<file path="config.mk">
export PLATFORM = sky130hd
export DESIGN_NAME = matrix_scan_gen
export DESIGN_NICKNAME = d
export VERILOG_FILES = /design/src/rtl/matrix_scan_gen.sv
export SDC_FILE = /design/constraint.sdc
export NUM_CORES = 1
export LEC_CHECK = 0
export ABC_AREA = 1
export CAP_MARGIN = 25
export CORE_MARGIN = 5
export CORE_UTILIZATION = 50
export DETAILED_ROUTE_END_ITERATION = 12
export PLACE_DENSITY = 0.73
export SYNTH_ARGS = -nofsm -noshare
export SYNTH_HDL_FRONTEND = slang
export SYNTH_SLANG_ARGS = --single-unit
</file>
<file path="constraint.sdc">
create_clock -name clk -period 1.45 [get_ports clk]
set_clock_uncertainty 0.1 [all_clocks]
set_input_delay 0.29 -clock clk [delete_from_list [all_inputs] [get_ports clk]]
set_output_delay 0.29 -clock clk [all_outputs]
set_load 0.02 [all_outputs]
</file>
<file path="src/rtl/matrix_scan_gen.sv">
// rtl/matrix_scan_gen.sv - column-major LED matrix scan generator with blanking and single-step
// Drives mdc/mdl for the downstream 1:4 demux selector; all outputs are registered.
module matrix_scan_gen #(
  parameter int PRESCALE = 4,
  parameter int N_COL    = 5,
  parameter int N_LIN    = 7
) (
  input  logic       clk,
  input  logic       rst_n,
  input  logic       en,
  input  logic       step,
  output logic [2:0] mdc,
  output logic [2:0] mdl,
  output logic       blank,
  output logic       frame_done
);

  localparam logic [1:0]  S_IDLE   = 2'd0;
  localparam logic [1:0]  S_RUN    = 2'd1;
  localparam logic [1:0]  S_BLANK  = 2'd2;
  localparam logic [15:0] TERM     = 16'(PRESCALE - 1);
  localparam logic [2:0]  LAST_COL = 3'(N_COL - 1);
  localparam logic [2:0]  LAST_LIN = 3'(N_LIN - 1);

  logic [1:0]  state_q, state_d;
  logic [15:0] presc_q, presc_d;
  logic [2:0]  mdc_q, mdc_d;
  logic [2:0]  mdl_q, mdl_d;
  logic        blank_q, blank_d;
  logic        frame_done_q, frame_done_d;
  logic [2:0]  sync_q, sync_d;
  logic        step_edge;
  logic        advance;

  always_comb begin
    // bits [1:0] form the synchronizer, bit [2] is the edge-detect history
    sync_d    = {sync_q[1:0], step};
    step_edge = sync_q[1] & ~sync_q[2];

    state_d = state_q;
    presc_d = presc_q;
    advance = 1'b0;
    case (state_q)
      S_IDLE: begin
        presc_d = 16'd0;
        if (en) begin
          state_d = S_RUN;
        end else if (step_edge) begin
          advance = 1'b1;
          state_d = S_BLANK;
        end
      end
      S_RUN: begin
        // dropping en wins over a coinciding terminal count: position is held
        if (!en) begin
          state_d = S_IDLE;
          presc_d = 16'd0;
        end else if (presc_q == TERM) begin
          presc_d = 16'd0;
          advance = 1'b1;
          state_d = S_BLANK;
        end else begin
          presc_d = presc_q + 16'd1;
        end
      end
      S_BLANK: begin
        state_d = en ? S_RUN : S_IDLE;
      end
      default: begin
        state_d = S_IDLE;
        presc_d = 16'd0;
      end
    endcase

    mdc_d        = mdc_q;
    mdl_d        = mdl_q;
    frame_done_d = 1'b0;
    if (advance) begin
      if (mdl_q < LAST_LIN) begin
        mdl_d = mdl_q + 3'd1;
      end else begin
        mdl_d = 3'd0;
        if (mdc_q < LAST_COL) begin
          mdc_d = mdc_q + 3'd1;
        end else begin
          mdc_d        = 3'd0;
          frame_done_d = 1'b1;
        end
      end
    end

    blank_d = (state_d != S_RUN);
  end

  always_ff @(posedge clk or negedge rst_n) begin
    if (!rst_n) begin
      state_q      <= S_IDLE;
      presc_q      <= 16'd0;
      mdc_q        <= 3'd0;
      mdl_q        <= 3'd0;
      blank_q      <= 1'b1;
      frame_done_q <= 1'b0;
      sync_q       <= 3'd0;
    end else begin
      state_q      <= state_d;
      presc_q      <= presc_d;
      mdc_q        <= mdc_d;
      mdl_q        <= mdl_d;
      blank_q      <= blank_d;
      frame_done_q <= frame_done_d;
      sync_q       <= sync_d;
    end
  end

  assign mdc        = mdc_q;
  assign mdl        = mdl_q;
  assign blank      = blank_q;
  assign frame_done = frame_done_q;

endmodule

</file>
Word-level counts from Yosys, hierarchy flattened
Index checks and enable logic that the tools add are counted.

Bits in registers: 29. Output and inout bits: 8. Bits of input ports: 4.

Magnitude comparators: 2. Equality and inequality tests: 4. Multiplexer cells: 19. Bitwise operators: 3. $add $sub $neg: 3. Reductions and logical operators: 2.

Operators with widths (count): 2-to-1 mux 16 bit (2); case mux 16 bit (2 select lines) (1); adder 16 x 1 -> 16 bit (second input constant) (1); == test 16 x 2 -> 1 bit (second input constant) (1); 2-to-1 mux 1 bit (8); 2-to-1 mux 2 bit (4); adder 3 x 1 -> 3 bit (second input constant) (2); less-than comparator 3 bit (second input constant) (2); 2-to-1 mux 3 bit (2); case mux 2 bit (3 select lines) (1); == test 2 x 1 -> 1 bit (second input constant) (1); == test 2 bit (second input constant) (1); logical NOT 2 bit (1); != test 2 x 1 -> 1 bit (second input constant) (1); NOT 1 bit (2); case mux 1 bit (2 select lines) (1); AND reduction 2 bit (1); bitwise AND 1 bit (1).

Longest topological paths before layout
Gate-level depths: netlist (run 1).

Depth after elaboration: 6. Mapped depth: 10.

Worst setup path before layout (run 1)
OpenSTA, ideal clock, no wires.

Kind: register -> register. From: register presc_q[0]. To: register presc_q[9]. Arrival: 1259 ps. Stages on the path, launching flop included: 11. Library setup time: 120 ps. Period minus slack after synthesis: 1479 ps. Data required time: 1230 ps. Slack: -29 ps. Path buffers: 0. Cells stage by stage: dfrtp_1 ha_1 inv_1 nor2_1 nand2_1 nor2_1 nand2_1 nand2_1 nand2_1 inv_2 nor2_1.

Word-level cells in the longest chain between the ends: 4. Elaborated cells on any way between the ends: 5. Classes of those cells: 1 x add/sub; 1 x eq/ne; 3 x mux.

RTL lines: start, declared (line 26) `logic [15:0] presc_q, presc_d;`; start signal, assigned (line 106) `presc_q <= presc_d;`; adder 16 x 1 -> 16 bit / == test 16 x 2 -> 1 bit (equally long branches) (line 63, 58); 2-to-1 mux 16 bit * (line 58) `end else if (presc_q == TERM) begin`; 2-to-1 mux 16 bit * (line 55) `if (!en) begin`; case mux 16 bit (2 select lines) * (line 43) `case (state_q)`.

Every way passes the cells marked *; elsewhere a longest branch is shown, timed or not. A chain may end at the register's enable or synchronous reset.

Final worst setup path (run 1)
From: register presc_q[0]. To: register presc_q[2].

The elaborated chain is that of the path after synthesis.

==> reports/results.tsv, run 1 <==
stage	metric	value	unit
floorplan	# IOs	12	
critical_path	internal reg-to-reg setup slack	-80	ps
critical_path	CP Class	reg2reg	
critical_path	CP bufs+invs	2	
power	Comb pwr share	0.226	
sta	worst setup margin	-75.43	ps
sta	Slew Limit Fails	0	
outcome	status	finished with violations	
power	P_int	1323	uW
synthesis	post-synthesis adder-cell area fraction	0.02357	
critical_path	Critical Path Stages	10	
synthesis	Synth cell types	25	
clocking	clk sinks	29	
detailed_routing	final WL	4.315	mm
synthesis	synthesized instance count	202	
clocking	clock root buffer master	clkbuf_4	
power	Power Density	866.9	nW/um^2
sta	Max Freq	655.6	MHz
detailed_routing	M1 WL	1.672	mm
synthesis	largest family of logic cells by synthesized area	simple AND/OR/NAND/NOR gates	
floorplan	Die X	66.44	um
cells_and_area	commonest non-fill, non-tap cell in the layout	nand2_1	
critical_path	delay of the slowest critical-path stage	360	ps
cells_and_area	Design Area, Final	2192	sq um
power	IR drop worst, VDD	0.7426	mV
critical_path	Required @ worst endpoint	1580	ps
critical_path	most numerous cell on the critical path	nor2_2	
power	clock share of power	0.303	
critical_path	crit end category	flip-flop	
min_path	Hold Path Class	in2async	
clocking	Max clock buf depth	2	
detailed_routing	Wirelength per Cell	14.63	um
cells_and_area	Nets	257	
synthesis	Synth Area in Compound Gates	0.04556	
critical_path	peak fanout along the critical path	6	
critical_path	critical path cell sequence	ha_2 > inv_2 > nor2_2 > nand2_1 > nor2_2 > nand2_2 > nand2_4 > nand2_4 > inv_4 > nor2_2	
detailed_routing	metal2 WL	2.295	mm
synthesis	multiplexer area fraction after synthesis	0	
critical_path	CP top delay family	simple AND/OR/NAND/NOR gates	
floorplan	die area	4414	sq um
synthesis	Post-Synth XOR/XNOR Area	0.02200	
place	Placed Area	1924	sq um
sta	Final setup viols	14	
sta	final hold slack	180.5	ps
synthesis	Seq/Total Area, Yosys	0.4564	
place	placed cells	279	
power	Sw Pwr	577.7	uW
cells_and_area	area delta synth->final	37.63	%
job	total of max-cap violations	0	
critical_path	R2R cell count	10	
critical_path	Crit-path slowest cell	dfrtp_1	
place	number of I/O port buffers	11	
power	Seq pwr share	0.472	
detailed_routing	DRT antenna net count	0	
power	Switching Share	0.3040	
sta	RSZ-0062 raised after global routing	yes	
critical_path	endpoint arrival time on the critical path	1650	ps
grt	vias in the first global route	1606	
detailed_routing	Iter 0 DRT Violations	131	
clocking	Clock Latency Late Sink	330	ps
detailed_routing	Highest Signal Layer	met4	
synthesis	Mapped Area	1593	sq um
detailed_routing	vias per cell	5.414	
clocking	CTS tree	yes	
cells_and_area	layout cells sized above 1	0.3944	
floorplan	Initial Util	0.5217	
synthesis	syn nets	209	
floorplan	standard-cell rows	20	
sta	Slew @ Worst Pin	381.0	ps
clocking	CTS Buf Count	5	
detailed_routing	met3 WL	227	um
power	Lkg Pwr	0.001041	uW
sta	crit share post-route	1.052	
sta	final hold viol count	0	
sta	fin crit period	1525	ps
grt	largest net degree at the start of global routing	17	
detailed_routing	Via Count	1597	
floorplan	Core Region	3053	sq um
grt	first-pass GRT wire length	7.024	mm
place	pre-CTS setup slack	-308.7	ps
grt	Total GRT Usage	0.2084	
cells_and_area	n_diodes	0	
critical_path	crit start category	flip-flop	
synthesis	Syn. warnings	0	
outcome	failing checks	negative setup slack	
place	gp weighted congestion	0.9537	
cells_and_area	Register Area	730.7	sq um
synthesis	simple-gate share of the synthesized area	0.3826	
clocking	Clock transition at path regs	100	ps
cells_and_area	commonest cells after routing, fill and taps aside	nand2_1 (45), buf_4 (27), dfrtp_1 (25)	
cells_and_area	fill cell count	235	
detailed_routing	Residual DRC	0	
place	HPWL Detailed	2.833	mm
floorplan	DIE HEIGHT	66.44	um
grt	gr ovfl total	0	
sta	normalized max-slew margin	0.7451	
cells_and_area	multi-input combinational cell area	918.4	sq um
cells_and_area	Post-Layout Cell Count	295	
grt	initial antenna violation count	0	
synthesis	#FFs+latches synth	29	
clocking	CTS H-Tree Depth	2	
detailed_routing	1st-pass router iterations	4	
synthesis	Avg Inst Size Synth	7.885	sq um
power groups by stage:
stage | clock (uW) | combinational [uW] | sequential, uW
floorplan | 0 | 120 | 978
CTS | 581 | 419 | 895
global placement | 0 | 403 | 908
global route | 612 | 476 | 904
finish | 575 | 429 | 896
detailed placement | 0 | 426 | 908
area by class of cell:
class / instances / area share
Tap cell: 44 / 0.02511
Multi-Input combinational cell: 151 / 0.4190
Clock buffer: 7 / 0.02968
Timing Repair Buffer: 40 / 0.1416
Sequential cell: 29 / 0.3333
Clock inverter: 1 / 0.002283
Inverter: 23 / 0.04909
final timing paths:
kind	startpoint	end
hold / removal	rst_n	presc_q[8]
setup / recovery	presc_q[0]	presc_q[2]
hold reg to reg	sync_q[0]	sync_q[1]
max in group asynchronous	rst_n	blank
min in group clk	sync_q[0]	sync_q[1]
setup reg to reg	presc_q[0]	presc_q[2]
state kept, by name (all words and copies together) (netlist names):
name / flops
presc_q: 16
mdc: 3
mdl: 3
sync_q: 3
state_q: 2
blank: 1
frame_done: 1
cell families (layout without fill, tap and decap cells):
logic type | Yosys count | in the layout
AO/OA/AOI/OAI | 13 | 13
XOR/XNOR | 4 | 4
adder cells (fa/ha/maj) | 3 | 3
buffers and inverters | 24 | 71
flip-flops | 29 | 29
AND/OR/NAND/NOR | 129 | 131
what timing repair did:
item,CTS,global route
resized for setup,36,39
pin swaps,8,12
setup endpoints to repair,24,30
cloned,1,1
hold buffers,0,0
setup buffers,2,5
worst reg2reg max path, cell delays in order (launching register included):
cell and delay (ps):
dfrtp_1 360, ha_2 190, inv_2 40, nor2_2 70
nand2_1 60, nor2_2 140, nand2_2 110, nand2_4 160
nand2_4 80, inv_4 80, nor2_2 40
per-layer routing:
layer,track usage,up-vias
met5,0,-
met1,0.2393,761
met4,0.08629,0
met2,0.3569,61
li1,-,755
met3,0.06293,20
synthesized netlist by cell type:
cell type / number / area (sq um)
nand2_1: 57 / 214.0
nor2_1: 30 / 112.6
dfrtp_1: 28 / 700.7
inv_1: 19 / 71.32
nand3_1: 18 / 90.09
nand4_1: 11 / 68.82
o21ai_0: 8 / 40.04
ha_1: 3 / 37.54
inv_2: 3 / 11.26
nand2_4: 3 / 33.78
xor2_1: 3 / 26.28
nor2_2: 2 / 12.51
nor3_1: 2 / 10.01
nor3_2: 2 / 20.02
o21bai_1: 2 / 15.01
o22ai_1: 2 / 12.51
a21oi_1: 1 / 5.000
buf_6: 1 / 11.26
bufinv_8: 1 / 17.52
dfstp_2: 1 / 26.28
nand2_2: 1 / 6.260
nand3_2: 1 / 10.01
nor2_4: 1 / 11.26
nor2_8: 1 / 20.02
xnor2_1: 1 / 8.760
stage by stage:
stage               TNS, ps  total power (uW)  utilization
floorplan            -3.848              1098            -
finish               -696.9              1900       0.7180
global route          -2506              1993       0.7180
CTS                  -657.0              1895       0.6828
global placement      -3706              1311       0.6303
detailed placement    -4563              1334       0.6303
No activity file was read; power rests on OpenSTA's default activity.
==> inputs of run 2 (changes only) <==
--- a/config.mk
+++ b/config.mk
@@ -11,6 +11,7 @@
 export CORE_UTILIZATION = 50
 export DETAILED_ROUTE_END_ITERATION = 12
 export PLACE_DENSITY = 0.73
+export SKIP_LAST_GASP = 1
 export SYNTH_ARGS = -nofsm -noshare
 export SYNTH_HDL_FRONTEND = slang
 export SYNTH_SLANG_ARGS = --single-unit
==> reports/results.tsv, run 2 (synthesis gave the netlist of run 1 again) <==
stage	metric	value	unit
place	HPWL Detailed	2.833	mm
critical_path	peak fanout along the critical path	6	
detailed_routing	Residual DRC	0	
critical_path	Required @ worst endpoint	1580	ps
critical_path	internal reg-to-reg setup slack	-80	ps
critical_path	CP Class	reg2reg	
critical_path	terminus of the critical flop-to-flop path	presc_q[2]	
power	Lkg Pwr	0.001042	uW
detailed_routing	Wirelength per Cell	14.42	um
cells_and_area	fill cell count	237	
detailed_routing	Highest Signal Layer	met4	
floorplan	Core Region	3053	sq um
job	total of max-cap violations	0	
grt	largest net degree at the start of global routing	17	
detailed_routing	vias per cell	5.359	
grt	initial antenna violation count	0	
detailed_routing	M1 WL	1.655	mm
detailed_routing	DRT antenna net count	0	
cells_and_area	max FFs per register	16	
cells_and_area	Biggest register	presc_q	
power	Power Density	868.3	nW/um^2
cells_and_area	n_diodes	0	
place	placed cells	279	
sta	Slew @ Worst Pin	359.7	ps
floorplan	standard-cell rows	20	
sta	Max Freq	652.1	MHz
sta	RSZ-0062 raised after global routing	yes	
outcome	status	finished with violations	
place	Placed Area	1924	sq um
sta	normalized max-slew margin	0.7593	
floorplan	# IOs	12	
clocking	Clock Latency Late Sink	330	ps
cells_and_area	commonest cells after routing, fill and taps aside	nand2_1 (45), buf_4 (27), dfrtp_1 (25)	
sta	Slew Limit Fails	0	
critical_path	RR Startpoint	presc_q[0]	
sta	worst setup margin	-83.61	ps
clocking	CTS H-Tree Depth	2	
detailed_routing	final WL	4.253	mm
sta	Final setup viols	14	
place	number of I/O port buffers	11	
outcome	failing checks	negative setup slack	
clocking	clk sinks	29	
cells_and_area	commonest non-fill, non-tap cell in the layout	nand2_1	
power	Tot Pwr	1898	uW
detailed_routing	met3 WL	234	um
cells_and_area	Nets	257	
critical_path	endpoint arrival time on the critical path	1660	ps
detailed_routing	metal2 WL	2.223	mm
critical_path	crit start category	flip-flop	
clocking	Max clock buf depth	2	
floorplan	Die X	66.44	um
place	gp weighted congestion	0.9537	
clocking	clock root buffer master	clkbuf_4	
grt	first-pass GRT wire length	6.837	mm
cells_and_area	Design Area, Final	2186	sq um
grt	vias in the first global route	1591	
detailed_routing	1st-pass router iterations	4	
cells_and_area	area delta synth->final	37.24	%
clocking	CTS tree	yes	
clocking	CTS Buf Count	5	
detailed_routing	Via Count	1581	
power	IR drop worst, VDD	0.7051	mV
clocking	CTS Hold Bufs	0	
floorplan	DIE HEIGHT	66.44	um
cells_and_area	layout cells sized above 1	0.3904	
min_path	Hold Path Class	in2async	
cells_and_area	Post-Layout Cell Count	295	
critical_path	R2R cell count	10	
sta	crit share post-route	1.058	
grt	gr ovfl total	0	
clocking	Clock transition at path regs	100	ps
critical_path	crit end category	flip-flop	
floorplan	Initial Util	0.5217	
sta	final hold viol count	0	
grt	Total GRT Usage	0.2041	
detailed_routing	Iter 0 DRT Violations	150	
floorplan	die area	4414	sq um
sta	fin crit period	1534	ps
run 2: cell count changes in the layout (fill, tap and decap cells not counted), sizes merged:
cell    change
buf         -1
clkbuf      +1
run 2: routing by layer:
layer	vias up	global-route usage
met2	52	0.3569
li1	752	-
met5	-	0
met4	0	0.07107
met3	18	0.06122
met1	759	0.2339
run 2: timing repair:
| item | in CTS | in global routing |
|---|---|---|
| gates resized for setup | 29 | 43 |
| pin swaps | 8 | 12 |
| buffers inserted | 2 | 5 |
| endpoints found under the hold margin | 0 | 0 |
| cloned | 1 | 1 |
| setup endpoints to repair | 24 | 31 |
run 2: cell type report:
| class | count | area (sq um) | share of cell area |
|---|---|---|---|
| inverter | 23 | 107.6 | 0.04923 |
| clock inverter | 1 | 5.005 | 0.002290 |
| timing repair buffer | 40 | 309.0 | 0.1414 |
| tap | 44 | 55.05 | 0.02519 |
| clock buffer | 7 | 65.06 | 0.02977 |
| multi-input combinational | 151 | 913.4 | 0.4179 |
| sequential | 29 | 730.7 | 0.3343 |
run 2: worst max path at each step:
| stage | start | endpoint | slack, ps | cells after the start |
|---|---|---|---|---|
| finish | presc_q[0] | presc_q[2] | -80 | 10 |
| floorplan | presc_q[0] | mdl[2] | -3 | 10 |
| detailed placement | en | mdl[2] | -310 | 8 |
| global route | presc_q[1] | presc_q[2] | -190 | 10 |
| CTS | blank | blank | -130 | 1 |
| global placement | en | mdl[1] | -250 | 8 |
run 2: report_power, final:
part	switching, uW	total, uW	internal, uW
sequential	35.5	898	862
clock	293	574	281
combinational	247	426	180
run 2: stage by stage:
step                      setup slack [ps]    util  hold slack [ps]  TNS [ps]
after floorplan                     -2.994       -           -105.6    -3.848
after global placement              -249.9  0.6303            231.8     -3706
after detailed placement            -308.7  0.6303            245.8     -4563
after CTS                           -127.7  0.6779            184.1    -810.8
after global routing                -188.6  0.7160            198.9     -2449
final                               -83.61  0.7160            180.7    -744.8
run 2: worst max-delay path, stage by stage, from the launching register on:
cell	delay [ps]
dfrtp_1	360
ha_2	190
inv_2	40
nor2_2	70
nand2_1	60
nor2_2	140
nand2_2	110
nand2_4	160
nand2_4	80
inv_4	80
nor2_2	40
